$ cat src/rtl/data_sram_ctrl_pkg.sv
// Shared definitions for the data-side SRAM controller: FSM states, SRAM data width
// and the byte-lane convention shared with the MEM stage.
package data_sram_ctrl_pkg;

    typedef enum logic [1:0] {
        StIdle   = 2'd0,
        StAccess = 2'd1,
        StDone   = 2'd2
    } sram_state_e;

    localparam int unsigned SRAM_DW = 32;
    localparam int unsigned SRAM_BW = SRAM_DW / 8;
    localparam int unsigned CNT_W   = 4;

    // Byte lane i covers data[8i+7:8i]; sel[3] is the lowest byte address (big-endian lanes).
    localparam logic [SRAM_BW-1:0] LANES_NONE = '0;

endpackage

$ cat src/rtl/data_sram_ctrl.sv
// Data-memory controller for an asynchronous 32-bit SRAM. Holds the core pipeline while a
// fixed-length access strobe runs, then releases it for one hold cycle before going idle.
module data_sram_ctrl
    import data_sram_ctrl_pkg::*;
#(
    parameter int unsigned WAIT_CYCLES = 1,
    parameter int unsigned SRAM_AW     = 20
) (
    input  logic                clk,
    input  logic                rst,
    input  logic                mem_ce_i,
    input  logic                mem_we_i,
    input  logic [31:0]         mem_addr_i,
    input  logic [SRAM_BW-1:0]  mem_sel_i,
    input  logic [SRAM_DW-1:0]  mem_data_i,
    output logic [SRAM_DW-1:0]  mem_data_o,
    output logic                stall_o,
    output logic [SRAM_AW-1:0]  sram_addr_o,
    output logic                sram_ce_n_o,
    output logic                sram_oe_n_o,
    output logic                sram_we_n_o,
    output logic [SRAM_BW-1:0]  sram_be_n_o,
    output logic [SRAM_DW-1:0]  sram_dq_o,
    output logic                sram_dq_oe_o,
    input  logic [SRAM_DW-1:0]  sram_dq_i
);

    sram_state_e          state_q, state_d;
    logic [CNT_W-1:0]     cnt_q, cnt_d;
    logic [SRAM_AW-1:0]   addr_q, addr_d;
    logic                 we_q, we_d;
    logic [SRAM_BW-1:0]   sel_q, sel_d;
    logic [SRAM_DW-1:0]   wdata_q, wdata_d;
    logic [SRAM_DW-1:0]   rdata_q, rdata_d;
    logic                 dq_oe_q, dq_oe_d;
    logic                 stall;

    // Word address only: byte offset and bits beyond the SRAM are not used.
    logic unused_addr;
    assign unused_addr = ^{mem_addr_i[31:SRAM_AW+2], mem_addr_i[1:0]};

    always_comb begin
        state_d      = state_q;
        cnt_d        = cnt_q;
        addr_d       = addr_q;
        we_d         = we_q;
        sel_d        = sel_q;
        wdata_d      = wdata_q;
        rdata_d      = rdata_q;
        dq_oe_d      = 1'b0;
        stall        = 1'b0;
        sram_ce_n_o  = 1'b1;
        sram_oe_n_o  = 1'b1;
        sram_we_n_o  = 1'b1;
        sram_dq_oe_o = 1'b0;

        unique case (state_q)
            StIdle: begin
                if (mem_ce_i) begin
                    stall = 1'b1;
                    if (mem_sel_i != LANES_NONE) begin
                        addr_d  = mem_addr_i[SRAM_AW+1:2];
                        we_d    = mem_we_i;
                        sel_d   = mem_sel_i;
                        wdata_d = mem_data_i;
                        cnt_d   = CNT_W'(WAIT_CYCLES);
                        state_d = StAccess;
                    end else begin
                        state_d = StDone;
                    end
                end
            end
            StAccess: begin
                stall        = 1'b1;
                sram_ce_n_o  = 1'b0;
                sram_oe_n_o  = we_q;
                sram_we_n_o  = ~we_q;
                sram_dq_oe_o = we_q;
                dq_oe_d      = we_q;
                cnt_d        = cnt_q - 1'b1;
                if (cnt_q <= CNT_W'(1)) begin
                    state_d = StDone;
                    if (!we_q) begin
                        rdata_d = sram_dq_i;
                    end
                end
            end
            StDone: begin
                // Keep driving the bus for one cycle so write data holds past we_n rising.
                sram_dq_oe_o = dq_oe_q;
                state_d      = StIdle;
            end
            default: begin
                state_d = StIdle;
            end
        endcase
    end

    always_ff @(posedge clk) begin
        if (rst) begin
            state_q <= StIdle;
            cnt_q   <= '0;
            addr_q  <= '0;
            we_q    <= 1'b0;
            sel_q   <= '0;
            wdata_q <= '0;
            rdata_q <= '0;
            dq_oe_q <= 1'b0;
        end else begin
            state_q <= state_d;
            cnt_q   <= cnt_d;
            addr_q  <= addr_d;
            we_q    <= we_d;
            sel_q   <= sel_d;
            wdata_q <= wdata_d;
            rdata_q <= rdata_d;
            dq_oe_q <= dq_oe_d;
        end
    end

    assign stall_o     = stall & ~rst;
    assign mem_data_o  = rdata_q;
    assign sram_addr_o = addr_q;
    assign sram_be_n_o = ~sel_q;
    assign sram_dq_o   = wdata_q;

endmodule

$ cat config.mk
export PLATFORM = sky130hd
export DESIGN_NAME = data_sram_ctrl
export DESIGN_NICKNAME = d
export VERILOG_FILES = /design/src/rtl/data_sram_ctrl_pkg.sv /design/src/rtl/data_sram_ctrl.sv
export SDC_FILE = /design/constraint.sdc
export NUM_CORES = 1
export LEC_CHECK = 0
export CAP_MARGIN = 10
export CORE_ASPECT_RATIO = 0.7
export CORE_MARGIN = 2
export CORE_UTILIZATION = 40
export CTS_BUF_LIST = sky130_fd_sc_hd__clkbuf_8
export DETAILED_ROUTE_END_ITERATION = 7
export PLACE_DENSITY_LB_ADDON = 0.25
export RECOVER_POWER = 100
export SYNTH_ARGS = -nofsm -noshare
export SYNTH_HDL_FRONTEND = slang
export SYNTH_SLANG_ARGS = --single-unit
$ cat constraint.sdc
create_clock -name clk -period 2.61 [get_ports clk]
set_clock_uncertainty 0.2 [all_clocks]
set_input_delay 0.261 -clock clk [delete_from_list [all_inputs] [get_ports clk]]
set_output_delay 0.261 -clock clk [all_outputs]
set_load 0.1 [all_outputs]
==> Word-level counts from Yosys, hierarchy flattened <==
Index checks and enable logic that the tools add are counted.
Widths: inputs -> output; s select.
{ "word_totals": {"inputBits": 104, "output_inout_bits": 93, "register_bits": 96, "word_cells": 41} }
{ "classes": {"bitwise": 5, "muxes": 13, "n_eq_ne": 5, "n_reduce_logical": 8, "addsub": 1, "n_lt_le_gt_ge": 1} }
{ "ops": {"columns": ["op", "count"], "rows": [
  ["$reduce_and 3->1", 3],
  ["$mux 4", 2],
  ["$pmux 4 s2", 1],
  ["$mux 2", 3],
  ["$ne 2x2->1 const B", 3],
  ["$le 4x1->1 const B", 1],
  ["$mux 1", 4],
  ["$not 4->4", 1],
  ["$pmux 1 s2", 2],
  ["$pmux 2 s2", 1],
  ["$reduce_bool 4->1", 1],
  ["$sub 4x1->4 const B", 1],
  ["$not 1->1", 3],
  ["$eq 2x1->1 const B", 1],
  ["$eq 2x2->1 const B", 1],
  ["$logic_not 2->1", 1],
  ["$reduce_and 2->1", 1],
  ["$reduce_bool 2->1", 1],
  ["$reduce_or 2->1", 1],
  ["$and 1x1->1", 1]
]} }

==> Longest topological paths before layout <==
{ "logic_depth": {"depth_word": 4, "mapped_depth": 9, "ltp_nobuf": 6} }

==> Worst setup path before layout <==
OpenSTA, ideal clock, no wires.
{ "synth_path": {"kind": "register to output", "startpoint": "register state_q[1]", "endpoint": "output sram_dq_oe_o", "required_time_ps": 2149, "path_stages_with_launch": 6, "t_arrival_ps": 3693, "path_buffers": 1, "setup_slack_ps": -1544, "cell_sequence": "dfxtp_1 inv_1 ha_1 clkbuf_2 nand2_1 a21boi_0"} }
{ "synth_between": {"elab_chain_len": 2, "elab_cells_between_ends": 3, "classes_between": "eq/ne: 2; mux: 1"} }
{ "synth_rtl": {"columns": ["element", "line", "rtl"], "rows": [
  ["from (decl)", "data_sram_ctrl.sv:28", "sram_state_e state_q, state_d;"],
  ["from (signal assigned)", "data_sram_ctrl.sv:101", "state_q <= StIdle;"],
  ["from (signal assigned)", "data_sram_ctrl.sv:110", "state_q <= state_d;"],
  ["$eq 2x2->1 or $eq 2x1->1 (tied branches)", "data_sram_ctrl.sv:57", "unique case (state_q)"],
  ["$pmux 1 s2 (*)", "data_sram_ctrl.sv:57", null],
  ["to (decl)", "data_sram_ctrl.sv:24", "output logic sram_dq_oe_o,"]
]} }
Mark *: on every way between the ends. The rest lies on a longest branch, timed or not.

==> Worst setup path after layout <==
{ "layout_path": {"startpoint": "input mem_sel_i[0]", "endpoint": "register wdata_q[2] (netlist: sram_dq_o[2])"} }
{ "layout_between": {"elab_chain_len": 2} }
{ "layout_rtl": {"columns": ["element", "line", "rtl"], "rows": [
  ["from (decl)", "data_sram_ctrl.sv:14", "input logic [SRAM_BW-1:0] mem_sel_i,"],
  ["$reduce_bool 4->1", "data_sram_ctrl.sv:61", "if (mem_sel_i != LANES_NONE) begin"],
  ["$reduce_and 3->1 (no source line)", null, null],
  ["to (signal assigned)", "data_sram_ctrl.sv:115", "wdata_q <= wdata_d;"],
  ["to (decl)", "data_sram_ctrl.sv:33", "logic [SRAM_DW-1:0] wdata_q, wdata_d;"]
]} }
Every way passes these cells.
A chain may end at the register's enable or synchronous reset.

==> out/metrics.csv <==
stage,metric,value,unit
place,pre-CTS setup slack,232,ps
critical_path,Startpoint Class,input pin,
logic_synthesis,Post-synth EDFFs,0,
logic_synthesis,asr flop ratio synth,0,%
floorplanning,initial core utilization,40.6,%
grt,initial antenna violation count,0,
sta,pin slew with the least headroom to its limit,1220,ps
place,PortBufs,184,
sta,Final WS setup,293,ps
min_path,worst hold path type,in -> reg,
logic_synthesis,Yosys warning total,0,
critical_path,CP required,2700,ps
grt,vias in the first global route,3360,
critical_path,r2r worst-path depth,7,
clock_network,CTS tree,done,
grt,first-pass GRT wire length,15900,µm
clock_network,Clock Latency Late Sink,350,ps
power_and_ir_drop,Leakage,0.00183,µW
critical_path,critical path buffer and inverter count,2,
critical_path,CP max stage delay,600,ps
job,Max-cap violations,0,
grt,grt total ovfl,0,
grt,largest net degree at the start of global routing,48,
route,Antenna Nets Post-Route,0,
logic_synthesis,syn_area_per_cell,8.09,µm²
power_and_ir_drop,power share of the sequential group,39.8,%
power_and_ir_drop,worst vdd ir,0.000422,V
sta,final count of hold timing violations,0,
critical_path,RR Startpoint,state_q[1],
critical_path,worst reg-to-reg setup slack,470,ps
floorplanning,num rows,29,
clock_network,clk slew on worst S/H paths,90,ps
status,status,completed,
clock_network,post-CTS sizing,0,
power_and_ir_drop,Logic pwr share,37.9,%
place,Post-Place Cells,732,
finish,Finished Cell Area,5080,µm²
finish,area delta synth->final,40.1,%
clock_network,H-tree levels,3,
place,placed wire-length estimate,6920,µm
critical_path,FF-to-FF End,mem_data_o[5],
logic_synthesis,Synth area leaders,"dfxtp_1 (53%), nand2_1 (18%), a21oi_1 (13%)",
grt,Tot GR Track Use,19.8,%
floorplanning,total I/O pin count,197,
power_and_ir_drop,Sw Ratio,44.0,%
sta,Fmax,0.432,GHz
clock_network,CTS Buf Count,9,
logic_synthesis,synth cell count leaders,"nand2_1 (176), dfxtp_1 (96), a21oi_1 (92)",
power_and_ir_drop,internal power,2340,µW
critical_path,CP Capture Type,flop,
route,via count,3492,
power_and_ir_drop,Switching Power,1840,µW
sta,fin. max-slew vios,0,
sta,Rel. slew slack,18.9,%
floorplanning,die height,83.7,µm
logic_synthesis,area share of the largest cell type after synthesis,53.0,%
floorplanning,full die area,9850,µm²
logic_synthesis,"Distinct cells, synth",32,
critical_path,Worst path depth,6,
logic_synthesis,syn nets,557,
logic_synthesis,cell taking the most area after synthesis,dfxtp_1,
critical_path,critical path class,in -> reg,
critical_path,CP arrival,2410,ps
finish,share of cells above drive strength 1,5.29,%
power_and_ir_drop,power density cells,825,nW/µm²
critical_path,crit path max fanout,34,
clock_network,clk sink count,96,
clock_network,Post-CTS Setup Bufs,0,
route,Routed WL,9740,µm
route,via density per instance,4.67,
critical_path,CP max-delay cell,dlygate4sd3_1,
critical_path,crit-path leading delay family,buffers and inverters,
clock_network,clk buf depth,2,
logic_synthesis,"Top FF cell, synth",dfxtp_1,
sta,Tmin final,2320,ps
floorplanning,core region area,8930,µm²
place,"Cell Area, Placed",5270,µm²
finish,Ant. Diodes,0,
route,DR DRC count,0,
logic_synthesis,synthesized cell area,3630,µm²
logic_synthesis,sequential cell area fraction in the yosys report,53.0,%
critical_path,crit path cell chain,"dlygate4sd3_1, or4_1, nand3_1, clkbuf_2, nand2_1, a21oi_1",
logic_synthesis,Post-Syn Instances,448,
logic_synthesis,post-synthesis register bit count,96,
sta,"Period Utilization, post-route",88.8,%
finish,final net count,728,
place,final RePlAce weighted congestion,0.722,
sta,TNS Setup,0,ps
sta,final setup fails,0,
logic_synthesis,most common cell in the netlist,nand2_1,
clock_network,CTS root buf,clkbuf_8,
route,wire length per cell,13.0,µm
clock_network,Post-CTS Hold Buffers,0,
critical_path,Critical Path End,sram_dq_o[2],
route,DRT iter0 DRCs,173,
finish,Finished Layout Cells,748,
route,DRT Pass-1 Iters,4,
power_and_ir_drop,Clk pwr share,22.3,%
critical_path,CP Launch Point,mem_sel_i[0],
floorplanning,Die Width,118,µm
sta,RSZ-0062 raised after global routing,no,
## logic make-up after synthesis
logic type,share of synthesized area (%)
buffers and inverters,7.63
adders and majority gates,1.73
AOI/OAI and AO/OA,15.8
DFF,53.0
and+or+nand+nor,21.8
## sequential cells by signal, summed over array words and instances, names as in the netlist
name,cells
cnt_q,4
dq_oe_q,1
mem_data_o,32
sel_q,4
sram_addr_o,20
sram_dq_o,32
state_q,2
we_q,1
## worst register-to-register path: cells and delay by family, from the launching register on
family / cells / cell delay [ps]
and+or+nand+nor: 3 / 730
adders and majority gates: 1 / 340
buffers and inverters: 2 / 340
DFF: 1 / 320
AOI/OAI and AO/OA: 1 / 70
## layout by cell type, fill, tap and decap left out, types with 2 or more instances in the layout
master and n:
a211oi_1 2, clkbuf_1 88, nor2b_1 2, clkbuf_8 9, o21ai_0 3, clkbuf_2 6, inv_1 12, dfxtp_1 96
a21oi_1 92, a32oi_1 3, ha_1 5, buf_4 6, nand3_1 3, nor2_1 7, clkdlybuf4s50_1 89, and2_1 2
nand2_1 176, clkinvlp_4 2, clkinv_2 3, or4_1 2
## power groups by stage
| stage | Sequential [µW] | Combinational (µW) | Clock, µW |
|---|---|---|---|
| after global routing | 1680 | 1670 | 1030 |
| after detailed placement | 1700 | 1720 | 0 |
| after CTS | 1670 | 1720 | 968 |
| after floorplan | 2500 | 516 | 0 |
| final | 1670 | 1590 | 935 |
| after global placement | 1690 | 1700 | 0 |
## per-stage QoR
stage          hold WS [ps]  total power, µW  utilization, %
2_1_floorplan           197             3020               -
6_report                131             4190            56.9
3_5_place_dp            247             3420            59.0
4_1_cts                 118             4360            61.1
5_1_grt                 136             4390            56.9
3_3_place_gp            242             3400            59.0
## metal layers
| layer | part of all wire (%) | wire length [µm] | global-route usage, % | vias to the layer above |
|---|---|---|---|---|
| li1 | - | - | - | 1791 |
| met1 | 44 | 4320 | 24.2 | 1565 |
| met4 | 2.1 | 204 | 7.89 | 0 |
| met3 | 7.4 | 720 | 7.92 | 21 |
| met2 | 46 | 4490 | 31.4 | 115 |
| met5 | 0 | 0 | 0 | - |
## area by class of cell
class / instances / area (µm²)
multi-input combinational: 309 / 1440
inverter: 11 / 41.3
tap: 124 / 155
fill: 920 / 3850
clock buffer: 9 / 124
sequential: 96 / 1920
timing repair buffer: 192 / 1330
clock inverter: 7 / 63.8
## how the worst min path moves through the flow
stage	start	end	slack (ps)	cells past startpoint
2_1_floorplan	mem_sel_i[0]	sel_q[0]	200	2
3_3_place_gp	sram_dq_o[16]	sram_dq_o[16]	240	2
3_5_place_dp	sram_addr_o[3]	sram_addr_o[3]	250	2
4_1_cts	rst	sram_addr_o[3]	120	2
5_1_grt	rst	dq_oe_q	140	2
6_report	rst	dq_oe_q	130	2
Note: power is estimated with default switching activity, not from simulation.
